`config.mk`:
```
export PLATFORM = sky130hd
export DESIGN_NAME = game_sequencer_flat
export DESIGN_NICKNAME = d
export VERILOG_FILES = /design/src/rtl/go_pkg.sv /design/src/rtl/game_sequencer_if.sv /design/src/rtl/pkt_codec.sv /design/src/rtl/game_sequencer.sv /design/src/flat_wrapper.sv
export SDC_FILE = /design/constraint.sdc
export NUM_CORES = 2
export LEC_CHECK = 0
export CAP_MARGIN = 20
export CORE_AREA = 2 2 366 368
export DETAILED_ROUTE_END_ITERATION = 10
export DIE_AREA = 0 0 368 370
export PLACE_DENSITY_LB_ADDON = 0.08
export SYNTH_ARGS = -nofsm -noshare
export SYNTH_HDL_FRONTEND = slang
export SYNTH_HIERARCHICAL = 1
export SYNTH_SLANG_ARGS = --single-unit
```
`constraint.sdc`:
```
create_clock -name clk_in -period 5.6 [get_ports clk_in]
set_clock_uncertainty 0.15 [all_clocks]
set_input_delay 1.12 -clock clk_in [delete_from_list [all_inputs] [get_ports clk_in]]
set_output_delay 1.12 -clock clk_in [all_outputs]
set_load 0.1 [all_outputs]
```
`src/rtl/go_pkg.sv`:
```
// Shared types and constants for the networked Go game sequencer:
// FSM states, cell colour codes, packet header/pass codes and packet field offsets.
package go_pkg;

  localparam int BOARD_W = 32'd162;

  typedef enum logic [2:0] {
    ST_IDLE        = 3'd0,
    ST_LOCAL_WAIT  = 3'd1,
    ST_UPDATE      = 3'd2,
    ST_TX          = 3'd3,
    ST_REMOTE_WAIT = 3'd4,
    ST_CHECK       = 3'd5
  } state_e;

  typedef enum logic [1:0] {
    CELL_E = 2'b00,
    CELL_B = 2'b01,
    CELL_W = 2'b10
  } cell_e;

  localparam logic [7:0] PKT_HDR   = 8'hA5;
  localparam logic [7:0] PASS_MOVE = 8'hFF;

  // Frame layout, LSB offsets into the packet.
  localparam int HDR_LSB   = 32'd200;
  localparam int MOVE_LSB  = 32'd192;
  localparam int SEQ_LSB   = 32'd184;
  localparam int COLOR_BIT = 32'd183;
  localparam int PAD_LSB   = 32'd162;
  localparam int PAD_W     = 32'd21;
  localparam int BOARD_LSB = 32'd0;

  function automatic logic move_in_range(input logic [7:0] mv);
    return (mv[7:4] <= 4'd8) && (mv[3:0] <= 4'd8);
  endfunction

endpackage

```
`src/rtl/game_sequencer_if.sv`:
```
// Updater and UART link signals of the game sequencer; master is the sequencer,
// slave is the board updater / UART side.
interface game_sequencer_if #(
  parameter int unsigned PKT_LEN = 32'd208
);
  logic                          upd_start_out;
  logic [7:0]                    upd_move_out;
  logic                          upd_turn_out;
  logic [go_pkg::BOARD_W-1:0]    upd_board_out;
  logic                          upd_ready_in;
  logic [go_pkg::BOARD_W-1:0]    upd_board_in;
  logic                          tx_trigger_out;
  logic [PKT_LEN-1:0]            tx_bus_out;
  logic                          rx_ready_in;
  logic [PKT_LEN-1:0]            rx_bus_in;

  modport master (
    output upd_start_out, upd_move_out, upd_turn_out, upd_board_out,
    input  upd_ready_in, upd_board_in,
    output tx_trigger_out, tx_bus_out,
    input  rx_ready_in, rx_bus_in
  );

  modport slave (
    input  upd_start_out, upd_move_out, upd_turn_out, upd_board_out,
    output upd_ready_in, upd_board_in,
    input  tx_trigger_out, tx_bus_out,
    output rx_ready_in, rx_bus_in
  );
endinterface

```
`src/rtl/pkt_codec.sv`:
```
// Stateless framing for the move exchange link: builds the outgoing packet
// and decides whether a received packet is the opponent's next move.
module pkt_codec
  import go_pkg::*;
#(
  parameter int unsigned PKT_LEN = 32'd208
) (
  input  logic [7:0]         move,
  input  logic [7:0]         local_seq,
  input  logic               mover_color,
  input  logic [BOARD_W-1:0] board,
  input  logic [PKT_LEN-1:0] rx_pkt,
  input  logic               player_color,
  output logic [7:0]         seq_next,
  output logic [PKT_LEN-1:0] tx_pkt,
  output logic               rx_ok,
  output logic [7:0]         rx_seq,
  output logic [BOARD_W-1:0] rx_board
);

  logic [7:0] rx_hdr_s;
  logic       rx_color_s;
  logic       unused_pad_s;

  assign seq_next = local_seq + 8'd1;

  // Outgoing frame; the pad field and any spare bits stay zero.
  always_comb begin
    tx_pkt                       = '0;
    tx_pkt[HDR_LSB +: 8]         = PKT_HDR;
    tx_pkt[MOVE_LSB +: 8]        = move;
    tx_pkt[SEQ_LSB +: 8]         = seq_next;
    tx_pkt[COLOR_BIT]            = mover_color;
    tx_pkt[BOARD_LSB +: BOARD_W] = board;
  end

  assign rx_hdr_s     = rx_pkt[HDR_LSB +: 8];
  assign rx_seq       = rx_pkt[SEQ_LSB +: 8];
  assign rx_color_s   = rx_pkt[COLOR_BIT];
  assign rx_board     = rx_pkt[BOARD_LSB +: BOARD_W];
  assign unused_pad_s = ^rx_pkt[PAD_LSB +: PAD_W];

  // The 8-bit compare makes the FF->00 wrap fall out naturally.
  assign rx_ok = (rx_hdr_s == PKT_HDR) &&
                 (rx_seq == seq_next) &&
                 (rx_color_s != player_color);

endmodule

```
`src/rtl/game_sequencer.sv`:
```
// Turn sequencer for a networked Go board: hands local moves to the board
// updater, frames them for the UART link and validates the opponent's packets.
module game_sequencer
  import go_pkg::*;
#(
  parameter int unsigned PKT_LEN     = 32'd208,
  parameter int unsigned UPD_TIMEOUT = 32'd4096,
  parameter int unsigned TX_HOLD     = 32'd1_500_000
) (
  input  logic               clk_in,
  input  logic               rst_n_in,
  input  logic               player_color_in,
  input  logic               move_valid_in,
  input  logic [7:0]         move_in,
  game_sequencer_if.master   bus,
  output logic [BOARD_W-1:0] board_out,
  output logic               turn_out,
  output logic [2:0]         state_out,
  output logic               err_out
);

  localparam logic [31:0] UPD_LAST  = 32'(UPD_TIMEOUT - 32'd1);
  localparam logic [31:0] HOLD_LAST = 32'(TX_HOLD - 32'd1);

  state_e             state_r, state_nx_s;
  logic               player_color_r;
  logic               turn_r;
  logic [BOARD_W-1:0] board_r;
  logic [7:0]         seq_r;
  logic [7:0]         move_r;
  logic [PKT_LEN-1:0] rx_bus_r;
  logic [31:0]        timer_r;
  logic [31:0]        hold_r;
  logic               upd_start_r;
  logic [7:0]         upd_move_r;
  logic               upd_turn_r;
  logic [BOARD_W-1:0] upd_board_r;
  logic               tx_trigger_r;
  logic [PKT_LEN-1:0] tx_bus_r;
  logic               err_r;

  logic               err_nx_s;
  logic               upd_start_nx_s;
  logic               latch_color_s;
  logic               latch_move_s;
  logic               commit_upd_s;
  logic               tx_fire_s;
  logic               toggle_turn_s;
  logic               latch_rx_s;
  logic               commit_rx_s;
  logic [7:0]         seq_next_s;
  logic [PKT_LEN-1:0] tx_pkt_s;
  logic               rx_ok_s;
  logic [7:0]         rx_seq_s;
  logic [BOARD_W-1:0] rx_board_s;

  pkt_codec #(.PKT_LEN(PKT_LEN)) u_codec (
    .move         (move_r),
    .local_seq    (seq_r),
    .mover_color  (turn_r),
    .board        (board_r),
    .rx_pkt       (rx_bus_r),
    .player_color (player_color_r),
    .seq_next     (seq_next_s),
    .tx_pkt       (tx_pkt_s),
    .rx_ok        (rx_ok_s),
    .rx_seq       (rx_seq_s),
    .rx_board     (rx_board_s)
  );

  // FSM state register.
  always_ff @(posedge clk_in or negedge rst_n_in) begin
    if (!rst_n_in) begin
      state_r <= ST_IDLE;
    end else begin
      state_r <= state_nx_s;
    end
  end

  // Next-state and per-cycle control decode.
  always_comb begin
    state_nx_s     = state_r;
    err_nx_s       = 1'b0;
    upd_start_nx_s = 1'b0;
    latch_color_s  = 1'b0;
    latch_move_s   = 1'b0;
    commit_upd_s   = 1'b0;
    tx_fire_s      = 1'b0;
    toggle_turn_s  = 1'b0;
    latch_rx_s     = 1'b0;
    commit_rx_s    = 1'b0;
    case (state_r)
      ST_IDLE: begin
        latch_color_s = 1'b1;
        if (player_color_in) begin
          state_nx_s = ST_REMOTE_WAIT;
        end else begin
          state_nx_s = ST_LOCAL_WAIT;
        end
      end
      ST_LOCAL_WAIT: begin
        if (move_valid_in) begin
          // Pass must be tested first: 8'hFF is out of range as a coordinate.
          if (move_in == PASS_MOVE) begin
            latch_move_s = 1'b1;
            state_nx_s   = ST_TX;
          end else if (move_in_range(move_in)) begin
            latch_move_s   = 1'b1;
            upd_start_nx_s = 1'b1;
            state_nx_s     = ST_UPDATE;
          end else begin
            err_nx_s = 1'b1;
          end
        end else begin
          state_nx_s = ST_LOCAL_WAIT;
        end
      end
      ST_UPDATE: begin
        if (bus.upd_ready_in) begin
          if (bus.upd_board_in != board_r) begin
            commit_upd_s = 1'b1;
            state_nx_s   = ST_TX;
          end else begin
            err_nx_s   = 1'b1;
            state_nx_s = ST_LOCAL_WAIT;
          end
        end else if (timer_r == UPD_LAST) begin
          err_nx_s   = 1'b1;
          state_nx_s = ST_LOCAL_WAIT;
        end else begin
          state_nx_s = ST_UPDATE;
        end
      end
      ST_TX: begin
        tx_fire_s = (hold_r == 32'd0);
        if (hold_r == HOLD_LAST) begin
          toggle_turn_s = 1'b1;
          state_nx_s    = ST_REMOTE_WAIT;
        end else begin
          state_nx_s = ST_TX;
        end
      end
      ST_REMOTE_WAIT: begin
        if (bus.rx_ready_in) begin
          latch_rx_s = 1'b1;
          state_nx_s = ST_CHECK;
        end else begin
          state_nx_s = ST_REMOTE_WAIT;
        end
      end
      ST_CHECK: begin
        if (rx_ok_s) begin
          commit_rx_s   = 1'b1;
          toggle_turn_s = 1'b1;
          state_nx_s    = ST_LOCAL_WAIT;
        end else begin
          err_nx_s   = 1'b1;
          state_nx_s = ST_REMOTE_WAIT;
        end
      end
      default: begin
        state_nx_s = ST_IDLE;
      end
    endcase
  end

  // Datapath: committed board, sequence, turn, latched packets and strobes.
  always_ff @(posedge clk_in or negedge rst_n_in) begin
    if (!rst_n_in) begin
      player_color_r <= 1'b0;
      turn_r         <= 1'b0;
      board_r        <= '0;
      seq_r          <= 8'd0;
      move_r         <= 8'd0;
      rx_bus_r       <= '0;
      timer_r        <= 32'd0;
      hold_r         <= 32'd0;
      upd_start_r    <= 1'b0;
      upd_move_r     <= 8'd0;
      upd_turn_r     <= 1'b0;
      upd_board_r    <= '0;
      tx_trigger_r   <= 1'b0;
      tx_bus_r       <= '0;
      err_r          <= 1'b0;
    end else begin
      upd_start_r  <= upd_start_nx_s;
      tx_trigger_r <= tx_fire_s;
      err_r        <= err_nx_s;
      if (latch_color_s) begin
        player_color_r <= player_color_in;
      end
      if (latch_move_s) begin
        move_r <= move_in;
      end
      if (upd_start_nx_s) begin
        upd_move_r  <= move_in;
        upd_turn_r  <= turn_r;
        upd_board_r <= board_r;
      end
      if (commit_upd_s) begin
        board_r <= bus.upd_board_in;
      end else if (commit_rx_s) begin
        board_r <= rx_board_s;
      end
      if (tx_fire_s) begin
        tx_bus_r <= tx_pkt_s;
        seq_r    <= seq_next_s;
      end else if (commit_rx_s) begin
        seq_r <= rx_seq_s;
      end
      if (toggle_turn_s) begin
        turn_r <= ~turn_r;
      end
      if (latch_rx_s) begin
        rx_bus_r <= bus.rx_bus_in;
      end
      timer_r <= (state_r == ST_UPDATE) ? timer_r + 32'd1 : 32'd0;
      hold_r  <= (state_r == ST_TX) ? hold_r + 32'd1 : 32'd0;
    end
  end

  assign bus.upd_start_out  = upd_start_r;
  assign bus.upd_move_out   = upd_move_r;
  assign bus.upd_turn_out   = upd_turn_r;
  assign bus.upd_board_out  = upd_board_r;
  assign bus.tx_trigger_out = tx_trigger_r;
  assign bus.tx_bus_out     = tx_bus_r;
  assign board_out          = board_r;
  assign turn_out           = turn_r;
  assign state_out          = state_r;
  assign err_out            = err_r;

endmodule

```
`src/flat_wrapper.sv`:
```
// flat-port wrapper written by rule: the top's interface ports become plain ports
module game_sequencer_flat import go_pkg::*;
#(
  parameter int unsigned PKT_LEN     = 32'd208,
  parameter int unsigned UPD_TIMEOUT = 32'd4096,
  parameter int unsigned TX_HOLD     = 32'd1_500_000
)
  (clk_in, rst_n_in, player_color_in, move_valid_in, move_in, board_out, turn_out, state_out, err_out, bus_upd_start_out, bus_upd_move_out, bus_upd_turn_out, bus_upd_board_out, bus_upd_ready_in, bus_upd_board_in, bus_tx_trigger_out, bus_tx_bus_out, bus_rx_ready_in, bus_rx_bus_in);
  game_sequencer_if #(.PKT_LEN(PKT_LEN)) bus_i ();
  input  logic clk_in;
  input  logic rst_n_in;
  input  logic player_color_in;
  input  logic move_valid_in;
  input  logic [7:0] move_in;
  output logic [BOARD_W-1:0] board_out;
  output logic turn_out;
  output logic [2:0] state_out;
  output logic err_out;
  output wire logic [$bits(bus_i.upd_start_out)-1:0] bus_upd_start_out;
  output wire logic [$bits(bus_i.upd_move_out)-1:0] bus_upd_move_out;
  output wire logic [$bits(bus_i.upd_turn_out)-1:0] bus_upd_turn_out;
  output wire logic [$bits(bus_i.upd_board_out)-1:0] bus_upd_board_out;
  input wire logic [$bits(bus_i.upd_ready_in)-1:0] bus_upd_ready_in;
  input wire logic [$bits(bus_i.upd_board_in)-1:0] bus_upd_board_in;
  output wire logic [$bits(bus_i.tx_trigger_out)-1:0] bus_tx_trigger_out;
  output wire logic [$bits(bus_i.tx_bus_out)-1:0] bus_tx_bus_out;
  input wire logic [$bits(bus_i.rx_ready_in)-1:0] bus_rx_ready_in;
  input wire logic [$bits(bus_i.rx_bus_in)-1:0] bus_rx_bus_in;
  assign bus_upd_start_out = bus_i.upd_start_out;
  assign bus_upd_move_out = bus_i.upd_move_out;
  assign bus_upd_turn_out = bus_i.upd_turn_out;
  assign bus_upd_board_out = bus_i.upd_board_out;
  assign bus_i.upd_ready_in = bus_upd_ready_in;
  assign bus_i.upd_board_in = bus_upd_board_in;
  assign bus_tx_trigger_out = bus_i.tx_trigger_out;
  assign bus_tx_bus_out = bus_i.tx_bus_out;
  assign bus_i.rx_ready_in = bus_rx_ready_in;
  assign bus_i.rx_bus_in = bus_rx_bus_in;
  game_sequencer #(.PKT_LEN(PKT_LEN), .UPD_TIMEOUT(UPD_TIMEOUT), .TX_HOLD(TX_HOLD)) u_core (.clk_in(clk_in), .rst_n_in(rst_n_in), .player_color_in(player_color_in), .move_valid_in(move_valid_in), .move_in(move_in), .bus(bus_i), .board_out(board_out), .turn_out(turn_out), .state_out(state_out), .err_out(err_out));
endmodule
```
==> results.toml <==
[timing]
fmax_mhz = 220.5
setup_violations = 0
maxSlewViolCount = 0
timing.final.ws_setup_ps = 1066
fin_setup_tns_ps = 0
slew_headroom = 0.2401
finalHoldViolations = 0
period_minus_slack_ps = 4534
rsz0062_at_grt = "no"
worst_slew_pin_slew_ps = 1136
fin_crit_sh = 0.8097

[drt]
routed_via_density = 4.433
drc_errors = 0
wirelength_um = 150300
drtIter0Drc = 1299
first_pass_iters = 5
drtAntennaViolNets = 0
via_count = 26290
wl_per_cell_um = 25.35

[logic_synthesis]
synth_area_um2 = 38160
syn_avg_cell_area_um2 = 10.94
yosysWarnings = 6
syn_inst = 3488

[clocking]
path_clk_slew_ps = 60
clock-sinks = 808
cts_tree = "built"
h-tree-depth = 3
insertion_delay_ps = 710
post_cts_buffers = 0
clk_path_buf_depth = 3
cts.root.buffer_cell = "clkbuf_16"
hold_buffers = 0
cts_made_buffers = 103
cts-resized-gates = 0

[grt]
gr-usage-all-layers = 0.2172
grt_max_degree = 116
grt_pass1_vias = 27140
grt_remaining_overflow = 0
grt_antenna_before_repair = 51
grt_first_pass_wirelength_um = 212000

[floorplanning]
ios = 932
rows = 134
dieArea_um2 = 136200
fp.dieH_um = 370
design.core.area_um2 = 132500
initial_core_util = 0.2881
die_w_um = 368

[worst_setup_path]
path_common_cell = "nand2_1"
critPathMaxFanout = 44
critPathCaptureType = "flop"
reg2reg_slack_ps = 1070
r2r-end = "u_core/board_out[16]$_DFFE_PN0P_"
critPathMaxStageDelay_ps = 690
crit_arrival_ps = 4960
crit-reg2reg-launch = "u_core/seq_r[0]$_DFFE_PN0P_"
critPathLaunch = "u_core/seq_r[0]$_DFFE_PN0P_"
crit_path_start_kind = "flop"
reg2reg_depth = 11
crit_slowest_cell = "nor4_2"
critPathRequiredTime_ps = 6030
crit_chain = "ha_1 -> xor2_1 -> a2111oi_2 -> o211ai_1 -> or4_1 -> nor4_2 -> nand3_4 -> buf_4 -> nand2_1 -> nand2_1 -> mux2_2"
crit_path_end = "u_core/board_out[16]$_DFFE_PN0P_"
crit_type = "flop to flop"

[cells_and_area]
nets = 4451
fillerInstances = 13240
drive_above_1_share = 0.1934
finalCoreUtilization = 0.3795
multi_input_area_um2 = 14430
final_area_um2 = 50270
area_growth_pct = 31.73
regArea_um2 = 20220

[hold_path]
hp-class = "primary input to async pin"

[pwr]
peakVddDrop_mv = 0.2618
p_per_area_nw_per_um2 = 274.7
power.leakage_nw = 23.47
power_mw = 13.81

[placed_design]
gp_congestion = 0.7728
detailed_place_hpwl_um = 112500
io_buffers = 902
dpl_cell_area_um2 = 46770
pre_cts_slack_ps = 541.7

[job]
maxCapViolations = 0

[status]
status = "finished clean"
## report_power, final
part | internal [mW] | leakage [nW] | total (mW) | switching [mW]
clock | 4.11 | 1.70 | 6.83 | 2.72
combinational | 0.450 | 10.9 | 0.840 | 0.391
sequential | 6.04 | 10.9 | 6.14 | 0.106
## metrics by stage
stage                     hold slack (ps)  std cells
after floorplan                     318.4       3515
after global placement              307.3       5725
after detailed placement            312.0       5726
after CTS                           270.8       5914
after global routing                316.5       5929
final                               308.5       5931
## how the worst min path moves through the flow
stage,start,endpoint,slack [ps],depth (start not counted)
after floorplan,u_core/hold_r[0]$_DFF_PN0_,u_core/hold_r[0]$_DFF_PN0_,320,1
after global placement,u_core/bus.upd_board_out[7]$_DFFE_PN0P_,u_core/bus.upd_board_out[7]$_DFFE_PN0P_,310,2
after detailed placement,u_core/bus.upd_board_out[57]$_DFFE_PN0P_,u_core/bus.upd_board_out[57]$_DFFE_PN0P_,310,2
after CTS,rst_n_in,u_core/rx_bus_r[118]$_DFFE_PN0P_,270,1
after global routing,rst_n_in,u_core/move_r[6]$_DFFE_PN0P_,320,1
final,rst_n_in,u_core/bus.tx_bus_out[115]$_DFFE_PN0P_,310,1
## routing by layer
metal  track usage  wire, µm
met4       0.04874      2654
met3       0.06120      8766
met5             0       313
met1        0.2718     63420
met2        0.3708     75180
## worst max-delay path, delay by kind of cell (launching register included)
family,cells,cell delay (ps)
buf+inv,1,520
fa+ha+maj,1,360
simple gates,5,1970
compound gates,2,450
mux,1,260
flops,1,440
xor+xnor,1,180
## final cells by class
class	count	area share
clock buffers	163	0.06277
diodes	17	0.0008462
clock inverters	25	0.005973
well taps	1768	0.04400
multi-input cells	2160	0.2869
flip-flops and latches	808	0.4022
inverters	20	0.001643
repair buffers	970	0.1956
## placed cells by master, fill, tap and decap left out, types with 8 or more instances in the layout
| cell type | instances |
|---|---|
| conb_1 | 29 |
| o21ai_0 | 15 |
| buf_4 | 51 |
| inv_1 | 19 |
| mux2_2 | 469 |
| nand4_1 | 25 |
| nor2_1 | 81 |
| mux2_1 | 9 |
| clkinv_2 | 11 |
| diode_2 | 17 |
| mux2_4 | 77 |
| clkbuf_8 | 31 |
| nand3_1 | 30 |
| a22oi_1 | 8 |
| clkbuf_16 | 105 |
| nor2b_1 | 17 |
| clkbuf_1 | 27 |
| and3_1 | 12 |
| clkdlybuf4s50_1 | 894 |
| nor4_1 | 47 |
| nand2_1 | 1028 |
| buf_12 | 23 |
| a21oi_1 | 11 |
| xnor2_1 | 40 |
| xor2_1 | 181 |
| dfrtp_1 | 808 |
## registers in the layout, summed over array words and instances (netlist names), 3 cells and up
signal / count
u_core/bus.tx_bus_out: 208
u_core/rx_bus_r: 179
u_core/board_out: 162
u_core/bus.upd_board_out: 162
u_core/hold_r: 32
u_core/timer_r: 32
u_core/bus.upd_move_out: 8
u_core/move_r: 8
u_core/seq_r: 8
u_core/state_out: 3
(Power assumes the default switching activity.)
